[config.mk]
export PLATFORM = sky130hd
export DESIGN_NAME = game_sequencer
export DESIGN_NICKNAME = d
export VERILOG_FILES = /design/src/rtl/game_sequencer.sv
export SDC_FILE = /design/constraint.sdc
export NUM_CORES = 1
export LEC_CHECK = 0
export ABC_AREA = 1
export CORE_ASPECT_RATIO = 0.5
export CORE_MARGIN = 5
export CORE_UTILIZATION = 30
export DETAILED_ROUTE_END_ITERATION = 12
export SETUP_SLACK_MARGIN = 0.2
export SYNTH_ARGS = -nofsm -noshare
export SYNTH_HDL_FRONTEND = slang
export SYNTH_SLANG_ARGS = --single-unit
[constraint.sdc]
create_clock -name tick -period 2.5 [get_ports tick]
set_clock_uncertainty 0.05 [all_clocks]
set_input_delay 0.5 -clock tick [delete_from_list [all_inputs] [get_ports tick]]
set_output_delay 0.5 -clock tick [all_outputs]
set_load 0.02 [all_outputs]
[src/rtl/game_sequencer.sv]
// Round controller for the calculator game: sequences generator requests, times the
// answer window, scores answers and tracks lives and level progression.
module game_sequencer #(
  parameter int TIME_LIMIT       = 500,
  parameter int LIVES            = 3,
  parameter int ROUNDS_PER_LEVEL = 4,
  parameter int MAX_LEVEL        = 5,
  parameter int SCORE_MAX        = 9999
) (
  input  logic        tick,
  input  logic        rst_n,
  input  logic        start,
  input  logic        answer_valid,
  input  logic [13:0] answer,
  input  logic        gen_done,
  input  logic [13:0] gen_result,
  output logic [3:0]  gen_state,
  output logic [2:0]  level,
  output logic [27:0] counter,
  output logic [13:0] score,
  output logic [2:0]  lives,
  output logic [15:0] timer,
  output logic        correct,
  output logic        wrong,
  output logic        game_over
);

  localparam int RW = (ROUNDS_PER_LEVEL > 1) ? $clog2(ROUNDS_PER_LEVEL) : 1;

  typedef enum logic [3:0] {
    S_IDLE      = 4'b0000,
    S_GEN       = 4'b0001,
    S_ANSWER    = 4'b0010,
    S_CHECK     = 4'b0011,
    S_LEVEL_UP  = 4'b0100,
    S_GAME_OVER = 4'b0101
  } state_e;

  state_e        state_q;
  logic [2:0]    level_q;
  logic [27:0]   counter_q;
  logic [13:0]   score_q;
  logic [2:0]    lives_q;
  logic [15:0]   timer_q;
  logic          correct_q;
  logic          wrong_q;
  logic          game_over_q;
  logic [RW-1:0] round_cnt_q;
  logic [13:0]   expected_q;
  logic [13:0]   answer_q;
  logic          timeout_q;

  logic [13:0]   score_d;
  logic          answer_ok_d;
  logic          round_last_d;
  logic          level_below_max_d;

  function automatic logic [13:0] sat_add(input logic [13:0] a, input logic [2:0] b);
    logic [14:0] s;
    s = {1'b0, a} + {12'd0, b};
    return (s > 15'(SCORE_MAX)) ? 14'(SCORE_MAX) : s[13:0];
  endfunction

  assign score_d           = sat_add(score_q, level_q);
  assign answer_ok_d       = !timeout_q && (answer_q == expected_q);
  assign round_last_d      = (round_cnt_q == RW'(ROUNDS_PER_LEVEL - 1));
  assign level_below_max_d = (level_q < 3'(MAX_LEVEL));

  // Round FSM with all game registers and registered outputs.
  always_ff @(posedge tick or negedge rst_n) begin
    if (!rst_n) begin
      state_q     <= S_IDLE;
      level_q     <= 3'd1;
      counter_q   <= 28'd0;
      score_q     <= 14'd0;
      lives_q     <= 3'(LIVES);
      timer_q     <= 16'd0;
      correct_q   <= 1'b0;
      wrong_q     <= 1'b0;
      game_over_q <= 1'b0;
      round_cnt_q <= '0;
      expected_q  <= 14'd0;
      answer_q    <= 14'd0;
      timeout_q   <= 1'b0;
    end else begin
      counter_q <= counter_q + 28'd1;
      correct_q <= 1'b0;
      wrong_q   <= 1'b0;
      case (state_q)
        S_IDLE: begin
          if (start) begin
            score_q     <= 14'd0;
            lives_q     <= 3'(LIVES);
            level_q     <= 3'd1;
            round_cnt_q <= '0;
            state_q     <= S_GEN;
          end else begin
            state_q <= S_IDLE;
          end
        end
        S_GEN: begin
          if (gen_done) begin
            expected_q <= gen_result;
            timer_q    <= 16'(TIME_LIMIT);
            timeout_q  <= 1'b0;
            state_q    <= S_ANSWER;
          end else begin
            state_q <= S_GEN;
          end
        end
        S_ANSWER: begin
          // A valid answer takes priority over expiry on the last window cycle.
          if (answer_valid) begin
            answer_q <= answer;
            timer_q  <= 16'd0;
            state_q  <= S_CHECK;
          end else if (timer_q == 16'd1) begin
            timer_q   <= 16'd0;
            timeout_q <= 1'b1;
            state_q   <= S_CHECK;
          end else begin
            timer_q <= timer_q - 16'd1;
            state_q <= S_ANSWER;
          end
        end
        S_CHECK: begin
          if (answer_ok_d) begin
            correct_q <= 1'b1;
            score_q   <= score_d;
            if (round_last_d && level_below_max_d) begin
              state_q <= S_LEVEL_UP;
            end else begin
              if (!round_last_d) begin
                round_cnt_q <= round_cnt_q + RW'(1);
              end else begin
                round_cnt_q <= round_cnt_q;
              end
              state_q <= S_GEN;
            end
          end else begin
            wrong_q <= 1'b1;
            if (lives_q <= 3'd1) begin
              lives_q     <= 3'd0;
              game_over_q <= 1'b1;
              state_q     <= S_GAME_OVER;
            end else begin
              lives_q <= lives_q - 3'd1;
              state_q <= S_GEN;
            end
          end
        end
        S_LEVEL_UP: begin
          level_q     <= level_q + 3'd1;
          round_cnt_q <= '0;
          state_q     <= S_GEN;
        end
        S_GAME_OVER: begin
          if (start) begin
            score_q     <= 14'd0;
            lives_q     <= 3'(LIVES);
            level_q     <= 3'd1;
            round_cnt_q <= '0;
            game_over_q <= 1'b0;
            state_q     <= S_GEN;
          end else begin
            game_over_q <= 1'b1;
            state_q     <= S_GAME_OVER;
          end
        end
        default: begin
          game_over_q <= 1'b0;
          timer_q     <= 16'd0;
          state_q     <= S_IDLE;
        end
      endcase
    end
  end

  assign gen_state = state_q;
  assign level     = level_q;
  assign counter   = counter_q;
  assign score     = score_q;
  assign lives     = lives_q;
  assign timer     = timer_q;
  assign correct   = correct_q;
  assign wrong     = wrong_q;
  assign game_over = game_over_q;

endmodule

==> results of run 1 <==
==> cell families after synthesis <==
| logic type | after synthesis | synth area share [%] |
|---|---|---|
| AO/OA/AOI/OAI | 55 | 5.74 |
| XOR/XNOR | 50 | 8.20 |
| adder cells (fa/ha/maj) | 11 | 2.72 |
| buffers and inverters | 85 | 6.63 |
| flip-flops | 101 | 47.4 |
| multiplexers | 9 | 1.90 |
| other | 1 | 0.0702 |
| AND/OR/NAND/NOR | 334 | 27.4 |
==> layout by cell type (no fill, tap or decap), types with 14 or more instances in the layout <==
cell type and instances:
clkdlybuf4s50_1 101, nand3_1 37, dfrtp_1 98, xnor2_1 21, xor2_1 29, nand4_1 14, nand2_1 182, inv_1 72
o21ai_0 28, nor2_1 58
==> through the flow <==
stage	TNS (ps)	util (%)	cell area, sq um	instances
final	0	40.8	7120	1002
after global routing	-19.8	40.8	7120	1002
after CTS	0	40.8	7110	1002
after detailed placement	-580	38.2	6670	980
after global placement	0	38.2	6670	980
after floorplan	0	-	5360	646
==> metal layers <==
layer	wire [um]	track usage, %	vias to the layer above	part of all wire [%]
met5	0	0	-	0
met4	185	3.37	0	1.4
met3	569	3.11	16	4.2
met2	6500	22.7	77	48
met1	6260	17.0	2117	46
li1	-	-	2298	-
==> critical path: cells and delay by family (launching register included) <==
family                     cells  cell delay, ps
DFF                            1             560
and+or+nand+nor               11            1060
adders and majority gates      2             480
buffers and inverters          2             110
==> sequential cells by signal, summed over array words and instances (netlist names) <==
register	cells
counter	28
timer	16
answer_q	14
expected_q	14
score	14
gen_state	3
level	3
lives	3
round_cnt_q	2
correct	1
game_over	1
timeout_q	1
wrong	1
==> cells in the mapped netlist <==
cell type	instances	share of area [%]
nand3_1	41	3.8
nor4_1	1	0.12
o211ai_1	4	0.56
nor3_1	5	0.47
and2_0	1	0.12
dfstp_2	3	1.5
ha_1	10	2.3
a221oi_1	2	0.33
nor2_1	60	4.2
o22ai_1	4	0.47
a22oi_1	1	0.14
inv_1	74	5.2
dfrtp_1	98	46
conb_1	1	0.070
buf_2	4	0.37
nand3b_1	1	0.14
nor3b_1	1	0.14
mux2_2	9	1.9
or2_2	2	0.23
and3_1	1	0.12
nand2_2	8	0.94
o21ai_0	29	2.7
nand4_1	14	1.6
nor3_2	1	0.19
fa_1	1	0.37
o32ai_1	1	0.16
o31ai_1	1	0.14
xnor2_1	21	3.4
nand2_1	184	13
xor2_1	29	4.8
nor2_4	3	0.63
buf_6	2	0.42
or2_1	1	0.12
a21oi_1	13	1.2
nor2_2	5	0.59
buf_8	1	0.28
clkbuf_1	2	0.14
buf_4	1	0.14
inv_2	1	0.070
nand3_2	5	0.94
==> what timing repair did <==
item | CTS | global route
gates cloned | 3 | 0
buffers inserted | 3 | 0
resized for setup | 13 | 3
setup endpoints to repair | 13 | 13
pin swaps | 6 | 4
==> power by group <==
group	switching (mW)	internal [mW]	leakage, nW
sequential	0.324	2.06	1.31
combinational	1.43	1.03	1.94
clock	0.624	0.980	0.163
==> final timing paths <==
check,from,to,slack (ps)
max in group asynchronous,rst_n,level[0],1770
hold reg to reg,counter[27],counter[27],430
hold / removal,rst_n,expected_q[1],30
setup reg to reg,level[0],score[1],130
setup / recovery,level[0],score[1],130
min in group tick,counter[27],counter[27],430
==> area by class of cell <==
type	count	share of cell area, %
flip-flops and latches	101	35.5
multi-input cells	463	36.0
clock inverters	6	1.56
repair buffers	113	15.6
clock buffers	10	3.22
inverters	75	3.95
well taps	234	4.11
==> flow_metrics.py, run 1 <==
metrics = {
    "status": {
        "status": "finished, final reports clean",
    },
    "sta": {
        "period_share_pct": 94.9,
        "timing.hold.ws_ps": 25.1,
        "timing.fmax_ghz": 0.421,
        "period_minus_slack_ps": 2370,
        "setup_ws_ps": 127,
        "finalHoldViolCount": 0,
        "rsz0062_at_grt": "yes",
        "tightest_slew_ps": 533,
        "slew_headroom_pct": 64.4,
        "maxSlewViolCount": 0,
        "setup_viol": 0,
    },
    "floorplanning": {
        "start_util_pct": 30.6,
        "fp.coreArea_sq_mm": 0.0174,
        "die_w_um": 199,
        "chipHeight_um": 104,
        "io-pin-count": 104,
        "row_count": 34,
        "fp.dieArea_sq_mm": 0.0207,
    },
    "synth": {
        "ys.warnings.count": 0,
        "ys_seq_elements": 101,
        "netlist_area_sq_mm": 0.00534,
        "netlist_instances": 646,
        "synth_nets": 690,
        "ys_types": 40,
        "seq_area_frac_synth_pct": 47.4,
        "syn_avg_cell_area_sq_um": 8.27,
    },
    "route": {
        "ant_nets": 0,
        "wl_per_cell_um": 13.5,
        "dr_total_vias": 4508,
        "drt-total-wl_mm": 13.5,
        "viasPerCell": 4.50,
        "drc_errors": 0,
        "first_pass_iters": 5,
        "drt_iter0_markers": 180,
    },
    "setup_path": {
        "slowest_stage": "dfstp_2",
        "arrival_ps": 2560,
        "worstPathMaxFanout": 7,
        "worstRegToRegCells": 15,
        "crit_path_end_kind": "register",
        "crit_path_max_incr_delay_ps": 560,
        "crit_type": "register to register",
        "start_kind": "register",
        "crit_required_ps": 2680,
        "crit_chain": "ha_4 > inv_2 > fa_2 > inv_2 > nand3_4 > nand2_4 > nand4_1 > nand2_1 > nand2_2 > nor2_2 > nand2_2 > nand2_4 > nand3_2 > nand2_1 > nand2_1",
        "crit_top_cell": "nand2_1",
    },
    "global_routing": {
        "grt.overflow.total": 0,
        "grt_usage_pct": 13.3,
        "grt_antenna_before_repair": 0,
        "grt_first_pass_wirelength_mm": 22.8,
        "first_global_vias": 4584,
        "grt_start_max_net_pins": 40,
    },
    "clock_network": {
        "tritoncts": "done",
        "clock_path_buffers": 2,
        "clock_latency_ps": 340,
        "cts-root-buf": "clkbuf_16",
        "cts_sinks": 101,
        "cts_hold_buffers": 0,
        "htree_levels": 3,
        "numCtsBuffers": 9,
        "clk_pin_slew_ps": 70,
    },
    "pwr": {
        "power_mw": 6.44,
        "leakage_nw": 3.42,
        "power_density_mw_per_mm2": 904,
        "ir_worst_vdd_v": 0.000405,
    },
    "finish": {
        "drive_gt1_share_pct": 10.3,
        "nFillCells": 1738,
        "area_growth_pct": 33.3,
        "finalNetCount": 807,
        "multi_input_area_sq_mm": 0.00256,
        "regArea_sq_mm": 0.00253,
        "n_antenna_cell": 0,
    },
    "worst_hold_path": {
        "hp-class": "input pin to async pin",
    },
    "run": {
        "drv_cap": 0,
    },
    "placement": {
        "numPortBuffers": 102,
        "hpwl_mm": 9.98,
        "pre_cts_slack_ps": -65.1,
        "gp_congestion": 0.853,
    },
}
Note: power is estimated with default switching activity, not from simulation.
==> inputs of run 2 (changes only) <==
--- a/config.mk
+++ b/config.mk
@@ -10,6 +10,7 @@
 export CORE_MARGIN = 5
 export CORE_UTILIZATION = 30
 export DETAILED_ROUTE_END_ITERATION = 12
+export HOLD_SLACK_MARGIN = 0.03
 export SETUP_SLACK_MARGIN = 0.2
 export SYNTH_ARGS = -nofsm -noshare
 export SYNTH_HDL_FRONTEND = slang
==> constraint.sdc (replaced) <==
create_clock -name tick -period 3 [get_ports tick]
set_clock_uncertainty 0.05 [all_clocks]
set_input_delay 0.6 -clock tick [delete_from_list [all_inputs] [get_ports tick]]
set_output_delay 0.6 -clock tick [all_outputs]
set_load 0.02 [all_outputs]
==> run 2 against run 1 <==
Effect of this change:
- cell area fell by 2.3%
- largest cell class is now sequential cells
- fmax fell by 9.5%
- clock-buffer cell count rose by 1
- sequential share of layout area is 0.83 points higher
- critical path depth fell by 1
- wire length down 4.4%
- clock power down 31%
==> flow_metrics.py, run 2 (synthesized netlist as in run 1, its figures left out) <==
metrics = {
    "route": {
        "wl_per_cell_um": 13.0,
        "viasPerCell": 4.44,
        "dr_total_vias": 4425,
        "drt-total-wl_mm": 12.9,
        "drt_iter0_markers": 148,
        "drc_errors": 0,
        "first_pass_iters": 4,
        "ant_nets": 0,
    },
    "clock_network": {
        "cts_sinks": 101,
        "htree_levels": 3,
        "clk_pin_slew_ps": 70,
        "tritoncts": "done",
        "clock_latency_ps": 340,
        "clock_path_buffers": 2,
        "cts-root-buf": "clkbuf_16",
        "numCtsBuffers": 9,
    },
    "setup_path": {
        "crit_chain": "ha_2 > inv_1 > fa_1 > inv_1 > nand3_1 > nand2_4 > buf_4 > nand4_1 > nand2_1 > nand2_1 > nor2_2 > nand3_4 > nand4_1 > nand2_1",
        "crit_top_cell": "nand2_1",
        "crit_type": "register to register",
        "crit_required_ps": 3170,
        "worstPathMaxFanout": 13,
        "arrival_ps": 2800,
        "crit_path_max_incr_delay_ps": 570,
        "crit_path_end_kind": "register",
        "start_kind": "register",
        "slowest_stage": "dfstp_2",
    },
    "sta": {
        "finalHoldViolCount": 0,
        "period_minus_slack_ps": 2620,
        "rsz0062_at_grt": "no",
        "timing.fmax_ghz": 0.381,
        "slew_headroom_pct": 58.7,
        "maxSlewViolCount": 0,
        "tightest_slew_ps": 619,
        "period_share_pct": 87.4,
        "setup_viol": 0,
        "setup_tns_ps": 0,
    },
    "finish": {
        "final_common_cell": "nand2_1",
        "mostFrequentLayoutCells": "nand2_1, clkdlybuf4s50_1, dfrtp_1, inv_1, nor2_1",
        "largest_register_ffs": 28,
        "final_core_util_pct": 39.9,
        "regArea_sq_mm": 0.00253,
        "finalNetCount": 802,
        "multi_input_area_sq_mm": 0.00248,
        "nFillCells": 1774,
        "area_growth_pct": 30.3,
        "drive_gt1_share_pct": 8.26,
        "n_antenna_cell": 0,
    },
    "floorplanning": {
        "chipHeight_um": 104,
        "die_w_um": 199,
        "fp.coreArea_sq_mm": 0.0174,
        "start_util_pct": 30.6,
        "row_count": 34,
        "io-pin-count": 104,
        "fp.dieArea_sq_mm": 0.0207,
    },
    "run": {
        "drv_cap": 0,
    },
    "global_routing": {
        "grt_start_max_net_pins": 45,
        "grt_usage_pct": 12.8,
        "first_global_vias": 4405,
        "grt_antenna_before_repair": 0,
        "grt_first_pass_wirelength_mm": 22.1,
        "grt.overflow.total": 0,
    },
    "placement": {
        "hpwl_mm": 9.69,
        "gp_congestion": 0.839,
        "numPortBuffers": 102,
    },
    "status": {
        "status": "finished, final reports clean",
    },
    "pwr": {
        "power_density_mw_per_mm2": 732,
        "ir_worst_vdd_v": 0.000304,
        "leakage_nw": 3.35,
    },
    "worst_hold_path": {
        "hp-class": "input pin to async pin",
    },
}
## run 2: path summary, 6_finish.rpt
path                            slack, ps     endpoint   startpoint  cells after the start
worst max register to register        380     score[7]     level[0]                     14
min in group tick                     420  counter[27]  counter[27]                      1
worst min-delay path                  210  answer_q[2]        rst_n                      1
worst min register to register        420  counter[27]  counter[27]                      1
worst max-delay path                  380     score[7]     level[0]                     14
max in group asynchronous            1990     level[0]        rst_n                      2
## run 2: critical path: cells and delay by family (launching register included)
kind                     cells  cell delay [ps]
AND/OR/NAND/NOR              9             1060
adder cells (fa/ha/maj)      2              590
flip-flops                   1              570
buffers and inverters        3              240
## run 2: area by class of cell
type / instances / share of cell area, %
Clock buffer: 11 / 3.49
Clock inverter: 5 / 0.521
Inverter: 75 / 4.05
Multi-Input combinational cell: 461 / 35.7
Sequential cell: 101 / 36.4
Tap cell: 234 / 4.21
Timing Repair Buffer: 110 / 15.7
## run 2: stage by stage
stage               instance area (sq um)  power [mW]  instances  worst slack [ps]  hold WS, ps
floorplan                            5340        3.34        646               534          254
global placement                     6630        4.01        977               390          414
finish                               6960        5.10        997               377          206
detailed placement                   6630        4.03        977               288          416
CTS                                  6910        5.16        993               267          223
global route                         6960        5.51        997               211          242
## run 2: routing by layer
layer | track usage, % | part of all wire [%] | wire length, um
met4 | 2.78 | 1.0 | 133
met2 | 21.3 | 47 | 6070
met5 | 0 | 0 | 0
met3 | 3.11 | 3.4 | 437
met1 | 17.0 | 49 | 6290
## run 2: power by group
group | internal [mW] | switching, mW | total, mW
Combinational | 0.833 | 1.16 | 2.00
Clock | 0.588 | 0.518 | 1.11
Sequential | 1.71 | 0.278 | 1.99
## run 2: what timing repair did
item	CTS	global route
gates resized for setup	0	5
hold buffers	0	0
setup buffers	0	3
endpoints found under the setup margin	0	13
==> inputs of run 3 (changes only) <==
--- a/config.mk
+++ b/config.mk
@@ -10,8 +10,10 @@
 export CORE_MARGIN = 5
 export CORE_UTILIZATION = 30
 export DETAILED_ROUTE_END_ITERATION = 12
+export GPL_ROUTABILITY_DRIVEN = 0
 export HOLD_SLACK_MARGIN = 0.03
 export SETUP_SLACK_MARGIN = 0.2
+export SLEW_MARGIN = 25
 export SYNTH_ARGS = -nofsm -noshare
 export SYNTH_HDL_FRONTEND = slang
 export SYNTH_SLANG_ARGS = --single-unit
==> constraint.sdc (replaced) <==
create_clock -name tick -period 3 [get_ports tick]
set_clock_uncertainty 0.05 [all_clocks]
set_input_delay 0.45 -clock tick [delete_from_list [all_inputs] [get_ports tick]]
set_output_delay 0.45 -clock tick [all_outputs]
set_load 0.02 [all_outputs]
==> run 3 against run 2 <==
Effect of this change:
- clock-buffer cell count shrank 1
- register-to-register slack gained 20 ps
- via count grew 2.5%
- hold slack lost 150 ps
- sequential power is essentially flat
- final cell count is the same
- power grew 2.2%
- flip-flop and latch count is the same
- non-clock buffer count shrank 2
- fmax grew 0.94%
- critical path depth grew 1
==> flow_metrics.py, run 3 (synthesized netlist as in run 1, its figures left out) <==
metrics = {
    "status": {
        "status": "finished, final reports clean",
    },
    "sta": {
        "timing.hold.ws_ps": 54.6,
        "maxSlewViolCount": 0,
        "setup_viol": 0,
        "period_minus_slack_ps": 2600,
        "finalHoldViolCount": 0,
        "timing.fmax_ghz": 0.385,
        "setup_tns_ps": 0,
        "tightest_slew_ps": 704,
        "rsz0062_at_grt": "no",
        "slew_headroom_pct": 53.0,
        "period_share_pct": 86.6,
    },
    "setup_path": {
        "cp-startpoint": "level[0]",
        "crit_chain": "ha_2 > inv_1 > fa_1 > inv_1 > nand3_2 > nand2_4 > nand4_1 > nand2_2 > nand2_2 > nor2_1 > nand2_1 > nand2_4 > nand3_2 > nand2_1 > nand2_1",
        "crit_top_cell": "nand2_1",
        "r2r_slack_ps": 400,
        "start_kind": "register",
        "arrival_ps": 2790,
        "reg2reg_to": "score[10]",
        "crit_path_max_incr_delay_ps": 570,
        "worstPathMaxFanout": 7,
        "slowest_stage": "dfstp_2",
        "r2r-start": "level[0]",
        "crit_required_ps": 3190,
        "crit_path_end_kind": "register",
        "crit_type": "register to register",
        "critPathCapture": "score[10]",
        "worstRegToRegCells": 15,
    },
    "placement": {
        "placed_area_sq_mm": 0.00662,
        "placed_cells_incl_taps": 975,
        "numPortBuffers": 102,
        "hpwl_mm": 9.77,
    },
    "global_routing": {
        "use_met3_pct": 3.27,
        "grt_usage_pct": 13.3,
        "grt_util_met1_pct": 17.3,
        "grt_most_used_layer": "met2",
        "use_met2_pct": 22.1,
        "first_global_vias": 4561,
        "grt.overflow.total": 0,
        "grt_first_pass_wirelength_mm": 22.7,
        "grt_antenna_before_repair": 0,
        "grt_start_max_net_pins": 58,
    },
    "pwr": {
        "power_density_mw_per_mm2": 742,
        "leakage_nw": 3.36,
        "ir_worst_vdd_v": 0.000293,
    },
    "route": {
        "dr_total_vias": 4534,
        "first_pass_iters": 5,
        "drt_iter0_markers": 293,
        "ant_nets": 0,
        "drt-total-wl_mm": 13.4,
        "viasPerCell": 4.55,
        "drc_errors": 0,
        "wl_per_cell_um": 13.4,
    },
    "floorplanning": {
        "chipHeight_um": 104,
        "fp.coreArea_sq_mm": 0.0174,
        "die_w_um": 199,
        "fp.dieArea_sq_mm": 0.0207,
        "io-pin-count": 104,
        "row_count": 34,
        "start_util_pct": 30.6,
    },
    "worst_hold_path": {
        "hp-class": "input pin to async pin",
    },
    "finish": {
        "drive_gt1_share_pct": 8.91,
        "largest_register_ffs": 28,
        "n_antenna_cell": 0,
        "finalNetCount": 802,
        "final_core_util_pct": 40.2,
        "mostFrequentLayoutCells": "nand2_1, clkdlybuf4s50_1, dfrtp_1, inv_1, nor2_1",
        "stdcell_count": 997,
        "area_growth_pct": 31.4,
        "final_cell_area_sq_mm": 0.00702,
        "final_common_cell": "nand2_1",
        "nFillCells": 1794,
    },
    "clock_network": {
        "htree_levels": 3,
        "cts_hold_buffers": 0,
        "numCtsBuffers": 9,
        "clk_pin_slew_ps": 70,
        "cts_sinks": 101,
        "clock_latency_ps": 350,
        "tritoncts": "done",
        "clock_path_buffers": 2,
        "cts-root-buf": "clkbuf_16",
    },
    "run": {
        "drv_cap": 0,
    },
}
-- run 3: timing repair --
action	4_1_cts	5_1_grt
resized for setup	0	11
setup endpoints to repair	0	13
buffers inserted	0	3
-- run 3: worst min path at each step --
stage | startpoint | end | slack (ps)
after floorplan | rst_n | answer_q[0] | 100
after global placement | counter[27] | counter[27] | 410
after detailed placement | counter[27] | counter[27] | 420
after CTS | rst_n | answer_q[2] | 80
after global routing | rst_n | expected_q[2] | 100
final | rst_n | answer_q[2] | 50
-- run 3: worst max-delay path: cells and delay by family (launching register included) --
| kind | cells | cell delay, ps |
|---|---|---|
| adders and majority gates | 2 | 590 |
| buffers and inverters | 2 | 140 |
| DFF | 1 | 570 |
| and+or+nand+nor | 11 | 1150 |
-- run 3: stage by stage --
stage,total power [mW],setup WS (ps)
finish,5.21,402
global placement,3.99,394
global route,5.64,217
floorplan,3.34,534
detailed placement,4.04,280
CTS,5.27,272
-- run 3: power breakdown --
group	internal [mW]	switching [mW]	total (mW)
Sequential	1.71	0.285	2.00
Combinational	0.819	1.17	1.99
Clock	0.676	0.540	1.22
Total	3.21	2.00	5.21
-- run 3: final cells by class --
cell class                 count  area [sq um]  area share (%)
tap                          234           293            4.17
clock buffer                  10           239            3.41
clock inverter                 6          70.1           0.999
sequential                   101          2530            36.1
timing repair buffer         108          1080            15.3
multi-input combinational    463          2530            36.0
inverter                      75           282            4.01
-- run 3: routing by layer --
layer,up-vias,routed length [um]
li1,2283,-
met1,2168,6230
met2,70,6480
met3,13,532
met4,0,155
met5,-,0
